==> src/rtl/lifo_pkg.sv <==
// Shared definitions for the LIFO drain path: stack geometry, reader FSM
// states and the output-side credit limit.
package lifo_pkg;

  localparam int LIFO_DWIDTH  = 16;
  localparam int LIFO_AWIDTH  = 8;
  localparam int CREDIT_LIMIT = 2;

  typedef enum logic [1:0] {
    ST_IDLE  = 2'd0,
    ST_READ  = 2'd1,
    ST_FLUSH = 2'd2,
    ST_DONE  = 2'd3
  } state_t;

endpackage

==> src/rtl/lifo_skid_buf.sv <==
// Two-entry in-order output buffer; the MSB of each entry is the last tag,
// which can be set on the newest surviving entry via mark_last.
module lifo_skid_buf #(
  parameter int W = 17
) (
  input  logic         clk,
  input  logic         arst_n,
  input  logic         push,
  input  logic [W-1:0] din,
  input  logic         pop,
  input  logic         mark_last,
  output logic [W-1:0] dout,
  output logic         valid,
  output logic [1:0]   count
);

  logic [W-1:0] mem0, mem1, nxt0, nxt1;
  logic [1:0]   cnt, cnt_n;

  always_comb begin
    nxt0  = mem0;
    nxt1  = mem1;
    cnt_n = cnt;
    case ({push, pop})
      2'b10: begin
        if (cnt == 2'd0) begin
          nxt0  = din;
          cnt_n = 2'd1;
        end else if (cnt == 2'd1) begin
          nxt1  = din;
          cnt_n = 2'd2;
        end
      end
      2'b01: begin
        if (cnt != 2'd0) begin
          nxt0  = mem1;
          cnt_n = cnt - 2'd1;
        end
      end
      2'b11: begin
        if (cnt == 2'd1) begin
          nxt0 = din;
        end else if (cnt == 2'd2) begin
          nxt0 = mem1;
          nxt1 = din;
        end else begin
          nxt0  = din;
          cnt_n = 2'd1;
        end
      end
      default: ;
    endcase
    // Retag applies after this cycle's pop so an entry leaving now is untouched.
    if (mark_last) begin
      if (cnt_n == 2'd2)      nxt1[W-1] = 1'b1;
      else if (cnt_n == 2'd1) nxt0[W-1] = 1'b1;
    end
  end

  always_ff @(posedge clk or negedge arst_n) begin
    if (!arst_n) begin
      mem0 <= '0;
      mem1 <= '0;
      cnt  <= 2'd0;
    end else begin
      mem0 <= nxt0;
      mem1 <= nxt1;
      cnt  <= cnt_n;
    end
  end

  assign dout  = mem0;
  assign valid = (cnt != 2'd0);
  assign count = cnt;

endmodule

==> src/rtl/lifo_reader.sv <==
// Drains a LIFO onto a valid/ready stream, either a fixed word count or until
// empty, tagging the final word with last and pulsing done at the end.
module lifo_reader
  import lifo_pkg::*;
#(
  parameter int DWIDTH = LIFO_DWIDTH,
  parameter int AWIDTH = LIFO_AWIDTH
) (
  input  logic              clk_i,
  input  logic              arst_n_i,
  input  logic              start_i,
  input  logic [AWIDTH:0]   count_i,
  output logic              rdreq_o,
  input  logic [DWIDTH-1:0] q_i,
  input  logic              empty_i,
  input  logic [AWIDTH:0]   usedw_i,
  output logic [DWIDTH-1:0] data_o,
  output logic              valid_o,
  input  logic              ready_i,
  output logic              last_o,
  output logic              busy_o,
  output logic              done_o,
  output state_t            state_o
);

  // Stream handshake: a word moves when valid_o && ready_i at a rising edge;
  // once valid_o is high, data_o/last_o hold until that transfer happens.

  localparam logic [AWIDTH:0] ONE   = {{AWIDTH{1'b0}}, 1'b1};
  localparam logic [2:0]      LIMIT = 3'(CREDIT_LIMIT);

  state_t            state;
  logic [AWIDTH:0]   remaining;
  logic              drain_all;
  logic              inflight;
  logic              inflight_last;
  logic [DWIDTH:0]   buf_dout;
  logic              buf_valid;
  logic [1:0]        occ;
  logic [2:0]        pending;
  logic              xfer, credit_ok, issue, tag_last, early_empty;

  assign xfer      = buf_valid & ready_i;
  assign pending   = {1'b0, occ} + {2'b00, inflight};
  // A slot freed by this cycle's transfer may be reused by this cycle's pop.
  assign credit_ok = (pending < LIMIT) || ((pending == LIMIT) && xfer);
  assign issue     = (state == ST_READ) && !empty_i
                     && ((remaining != '0) || drain_all) && credit_ok;
  assign tag_last  = (remaining == ONE) || (usedw_i == ONE);
  assign early_empty = (state == ST_READ) && empty_i && !inflight;

  always_ff @(posedge clk_i or negedge arst_n_i) begin
    if (!arst_n_i) begin
      state         <= ST_IDLE;
      remaining     <= '0;
      drain_all     <= 1'b0;
      inflight      <= 1'b0;
      inflight_last <= 1'b0;
    end else begin
      inflight <= issue;
      if (issue) inflight_last <= tag_last;
      case (state)
        ST_IDLE: begin
          if (start_i) begin
            remaining <= count_i;
            drain_all <= (count_i == '0);
            state     <= ST_READ;
          end
        end
        ST_READ: begin
          if (issue) begin
            if (!drain_all) remaining <= remaining - ONE;
            if (tag_last) state <= ST_FLUSH;
          end else if (early_empty) begin
            state <= ST_FLUSH;
          end
        end
        ST_FLUSH: begin
          if (!inflight && (occ == 2'd0)) state <= ST_DONE;
        end
        ST_DONE: state <= ST_IDLE;
        default: state <= ST_IDLE;
      endcase
    end
  end

  lifo_skid_buf #(.W(DWIDTH + 1)) u_skid (
    .clk       (clk_i),
    .arst_n    (arst_n_i),
    .push      (inflight),
    .din       ({inflight_last, q_i}),
    .pop       (xfer),
    .mark_last (early_empty),
    .dout      (buf_dout),
    .valid     (buf_valid),
    .count     (occ)
  );

  assign rdreq_o = issue;
  assign data_o  = buf_dout[DWIDTH-1:0];
  assign valid_o = buf_valid;
  assign last_o  = buf_valid & buf_dout[DWIDTH];
  assign busy_o  = (state != ST_IDLE);
  assign done_o  = (state == ST_DONE);
  assign state_o = state;

endmodule

==> config.mk <==
export PLATFORM = sky130hd
export DESIGN_NAME = lifo_reader
export DESIGN_NICKNAME = d
export VERILOG_FILES = /design/src/rtl/lifo_pkg.sv /design/src/rtl/lifo_skid_buf.sv /design/src/rtl/lifo_reader.sv
export SDC_FILE = /design/constraint.sdc
export NUM_CORES = 1
export LEC_CHECK = 0
export CAP_MARGIN = 15
export CORE_MARGIN = 3
export CORE_UTILIZATION = 35
export CTS_CLUSTER_SIZE = 10
export DETAILED_ROUTE_END_ITERATION = 10
export PLACE_DENSITY = 0.7
export SETUP_SLACK_MARGIN = 0.2
export SKIP_CTS_REPAIR_TIMING = 1
export SYNTH_ARGS = -nofsm -noshare
export SYNTH_HDL_FRONTEND = slang
export SYNTH_HIERARCHICAL = 1
export SYNTH_SLANG_ARGS = --single-unit
==> constraint.sdc <==
create_clock -name clk_i -period 2.45 [get_ports clk_i]
set_input_delay 0.49 -clock clk_i [delete_from_list [all_inputs] [get_ports clk_i]]
set_output_delay 0.49 -clock clk_i [all_outputs]
set_load 0.02 [all_outputs]
==> summary.md <==
| Metric | Value |
|---|---|
| Status | `complete, no violations` |
| H-tree depth | `2` |
| Final Skew | `9.908 ps` |
| Post-synthesis register bit count | `50` |
| Via count | `2243` |
| Critical path buffers and inverters | `3` |
| Clock buffer count from CTS | `5` |
| Placed Cells | `approximately 410` |
| Pre-CTS setup slack | `-281.8 ps` |
| Final Core Density | `0.5237` |
| Net Count, Synth | `284` |
| Post-route cell area | `3819 um^2` |
| Worst path arrival time | `~1900 ps` |
| Max-cap violations | `0` |
| Min-Delay Path Class | `primary input to async pin` |
| Asr flop ratio synth | `1.000` |
| Largest delay share family, worst path | `adder cells` |
| Inserted Diodes | `0` |
| Vias per Instance | `~5.4` |
| Final Hold Viols | `0` |
| First-pass GRT wire length | `10.61 mm` |
| Initial DRC Count | `120` |
| Detailed Place HPWL | `between 4 and 5 mm` |
| Final WL | `between 6 and 7 mm` |
| Syn_area_per_cell | `11.47 um^2` |
| Tmin final | `around 2400 ps` |
| Initial Utilization | `0.3619` |
| Syn. warnings | `6` |
| Normalized max-slew margin | `0.5527` |
| Core Area | `7292 um^2` |
| Gpl congestion | `0.8517` |
| Final worst setup slack | `84.36 ps` |
| Critical path, cell by cell | `ha_2 -> inv_2 -> ha_4 -> and4bb_1 -> a31oi_2 -> or2_4 -> inv_2 -> buf_6` |
| Synth top cells by count | `dfrtp_1, inv_1, mux2_2` |
| TritonCTS clock tree | `yes` |
| Gr ovfl total | `0` |
| Most frequent cell after synthesis | `dfrtp_1` |
| Worst path most repeated cell | `inv_2` |
| Clk pin slew, worst setup/hold paths | `100 ps` |
| Part of the cycle the worst path needs | `0.9656` |
| Root Buffer | `clkbuf_8` |
| Syn Inst Count | `between 200 and 250` |
| Max Fclk | `422.7 MHz` |
| Chip width | `92.83 um` |
| CP peak stage delay | `380 ps` |
| Path type of the worst setup path | `flop to output pin` |
| Final Max Tran Viols | `0` |
| P_leak | `1.803 nW` |
| Die area | `between 8000 and 9000 um^2` |
| Share of the synthesized area in the top cell type | `0.4742` |
| Final #Nets | `373` |
| Non-Filler Instances | `approximately 420` |
| Crit path launch type | `flop` |
| Measured slew at the worst slew-check pin | `668.4 ps` |
| Initial antenna violation count | `0` |
| Register-to-Register Path Depth | `10` |
| # rows | `31` |
| Pin count of the biggest net entering global routing | `28` |
| WL/cell | `roughly 16 um` |
| Top_reg_cell synth | `dfrtp_1` |
| Top cells by area, synth | `dfrtp_1, mux2_2, ha_1, a222oi_1, inv_1` |
| Crit path capture type | `output pin` |
| Stages on worst setup path | `8` |
| Unrepaired setup endpoints after global routing | `true` |
| Area Growth Syn to Fin | `44.71%` |
| Critical path's slowest cell | `dfrtp_1` |
| Share of post-route cells with drive strength above 1 | `0.2750` |
| Total power | `0.004217 W` |
| DRC violations left | `0` |
| Post-synth EDFFs | `0` |
| DIE HEIGHT | `92.83 um` |
| Yosys cell types | `53` |
| Yosys top cell by area | `dfrtp_1` |
| VDD IR max | `0.6249 mV` |
| Port buffer count | `slightly above 60` |
| Netlist Area Pre-Place | `2639 um^2` |
| Final Setup Violations | `0` |
| Bufs on Longest Clock Path | `2` |
| 1st-pass router iterations | `6` |
| Worst-Skew Late Latency | `310 ps` |
| Placed cell area | `3522 um^2` |
| Critical-path maximum fanout | `2` |
| Vias in the first global route | `2234` |
| Gr usage total | `0.1520` |
| Sink Count | `50` |
| Part of the Yosys area used for sequential elements | `0.4742` |
| Final antenna-violating net count | `0` |
| Critical Path RT | `1960 ps` |
| Pwr dens | `1104 nW/um^2` |
| IO Pins | `62` |
-- layer usage --
metal	up-vias	part of all wire	track usage
li1	1033	-	-
met1	1127	0.43	0.1909
met2	76	0.49	0.2639
met4	0	0.0084	0.03907
met5	-	0	0
met3	7	0.069	0.03331
-- kinds of logic (layout without fill, tap and decap cells) --
| kind of cell | Yosys count | after routing | share of synthesized area |
|---|---|---|---|
| simple gates | 60 | 60 | 0.1389 |
| buf+inv | 40 | 130 | 0.06685 |
| flops | 50 | 50 | 0.4742 |
| mux | 23 | 23 | 0.1072 |
| fa+ha+maj | 15 | 15 | 0.07112 |
| compound gates | 42 | 42 | 0.1418 |
-- worst paths after layout --
| kind | slack, ps | startpoint | end |
|---|---|---|---|
| worst min-delay path | 160 | arst_n_i | u_skid/mem1[15] |
| worst max register to register | 180 | inflight | remaining[1] |
| worst max-delay path | 80 | inflight | rdreq_o |
| min in group clk_i | 510 | u_skid/mem1[3] | u_skid/dout[3] |
| worst min register to register | 510 | u_skid/mem1[3] | u_skid/dout[3] |
| max in group asynchronous | 1740 | arst_n_i | inflight |
-- power breakdown --
part / switching [W] / total [W] / internal, W
clock network: 0.000297 / 0.000609 / 0.000312
registers: 0.000232 / 0.00138 / 0.00115
logic: 0.00108 / 0.00223 / 0.00115
-- sequential cells by signal, indices dropped and copies added (netlist names) --
| register | count |
|---|---|
| inflight_last | 1 |
| u_skid/dout | 17 |
| u_skid/mem1 | 17 |
| inflight | 1 |
| remaining | 9 |
| u_skid/count | 2 |
| state_o | 2 |
| drain_all | 1 |
-- cell type report --
| class | count | area, um^2 |
|---|---|---|
| clock buffer | 5 | 68.82 |
| clock inverter | 3 | 47.55 |
| fill | 670 | 3473 |
| inverter | 33 | 123.9 |
| multi-input combinational | 140 | 1324 |
| sequential | 50 | 1251 |
| tap | 99 | 123.9 |
| timing repair buffer | 89 | 879.6 |
-- per-stage QoR --
| step | hold WS, ps | TNS [ps] |
|---|---|---|
| global placement | 480.2 | -255.6 |
| global route | 180.5 | -3.326 |
| floorplan | 194.4 | 0 |
| detailed placement | 490.3 | -311.3 |
| finish | 162.7 | 0 |
| CTS | 168.1 | -492.2 |
-- worst reg2reg max path, stage by stage (launching register included) --
cell	delay [ps]
dfrtp_1	380
ha_2	200
inv_2	50
ha_4	240
and4bb_1	200
a31oi_2	90
buf_4	160
nor4b_4	290
buf_6	180
nor2_4	50
a221o_1	330
-- cells in the final DEF (no fill, tap or decap), types with 5 or more instances in the layout --
cell type,Yosys,final
mux2_2,18,14
nand2_1,7,7
ha_1,15,12
clkdlybuf4s50_1,0,56
inv_1,33,30
a222oi_1,17,17
buf_4,2,19
dfrtp_1,50,50
clkbuf_8,0,5
mux2_4,1,5
nor2_1,16,14
buf_6,2,7
No activity file was read; power rests on OpenSTA's default activity.
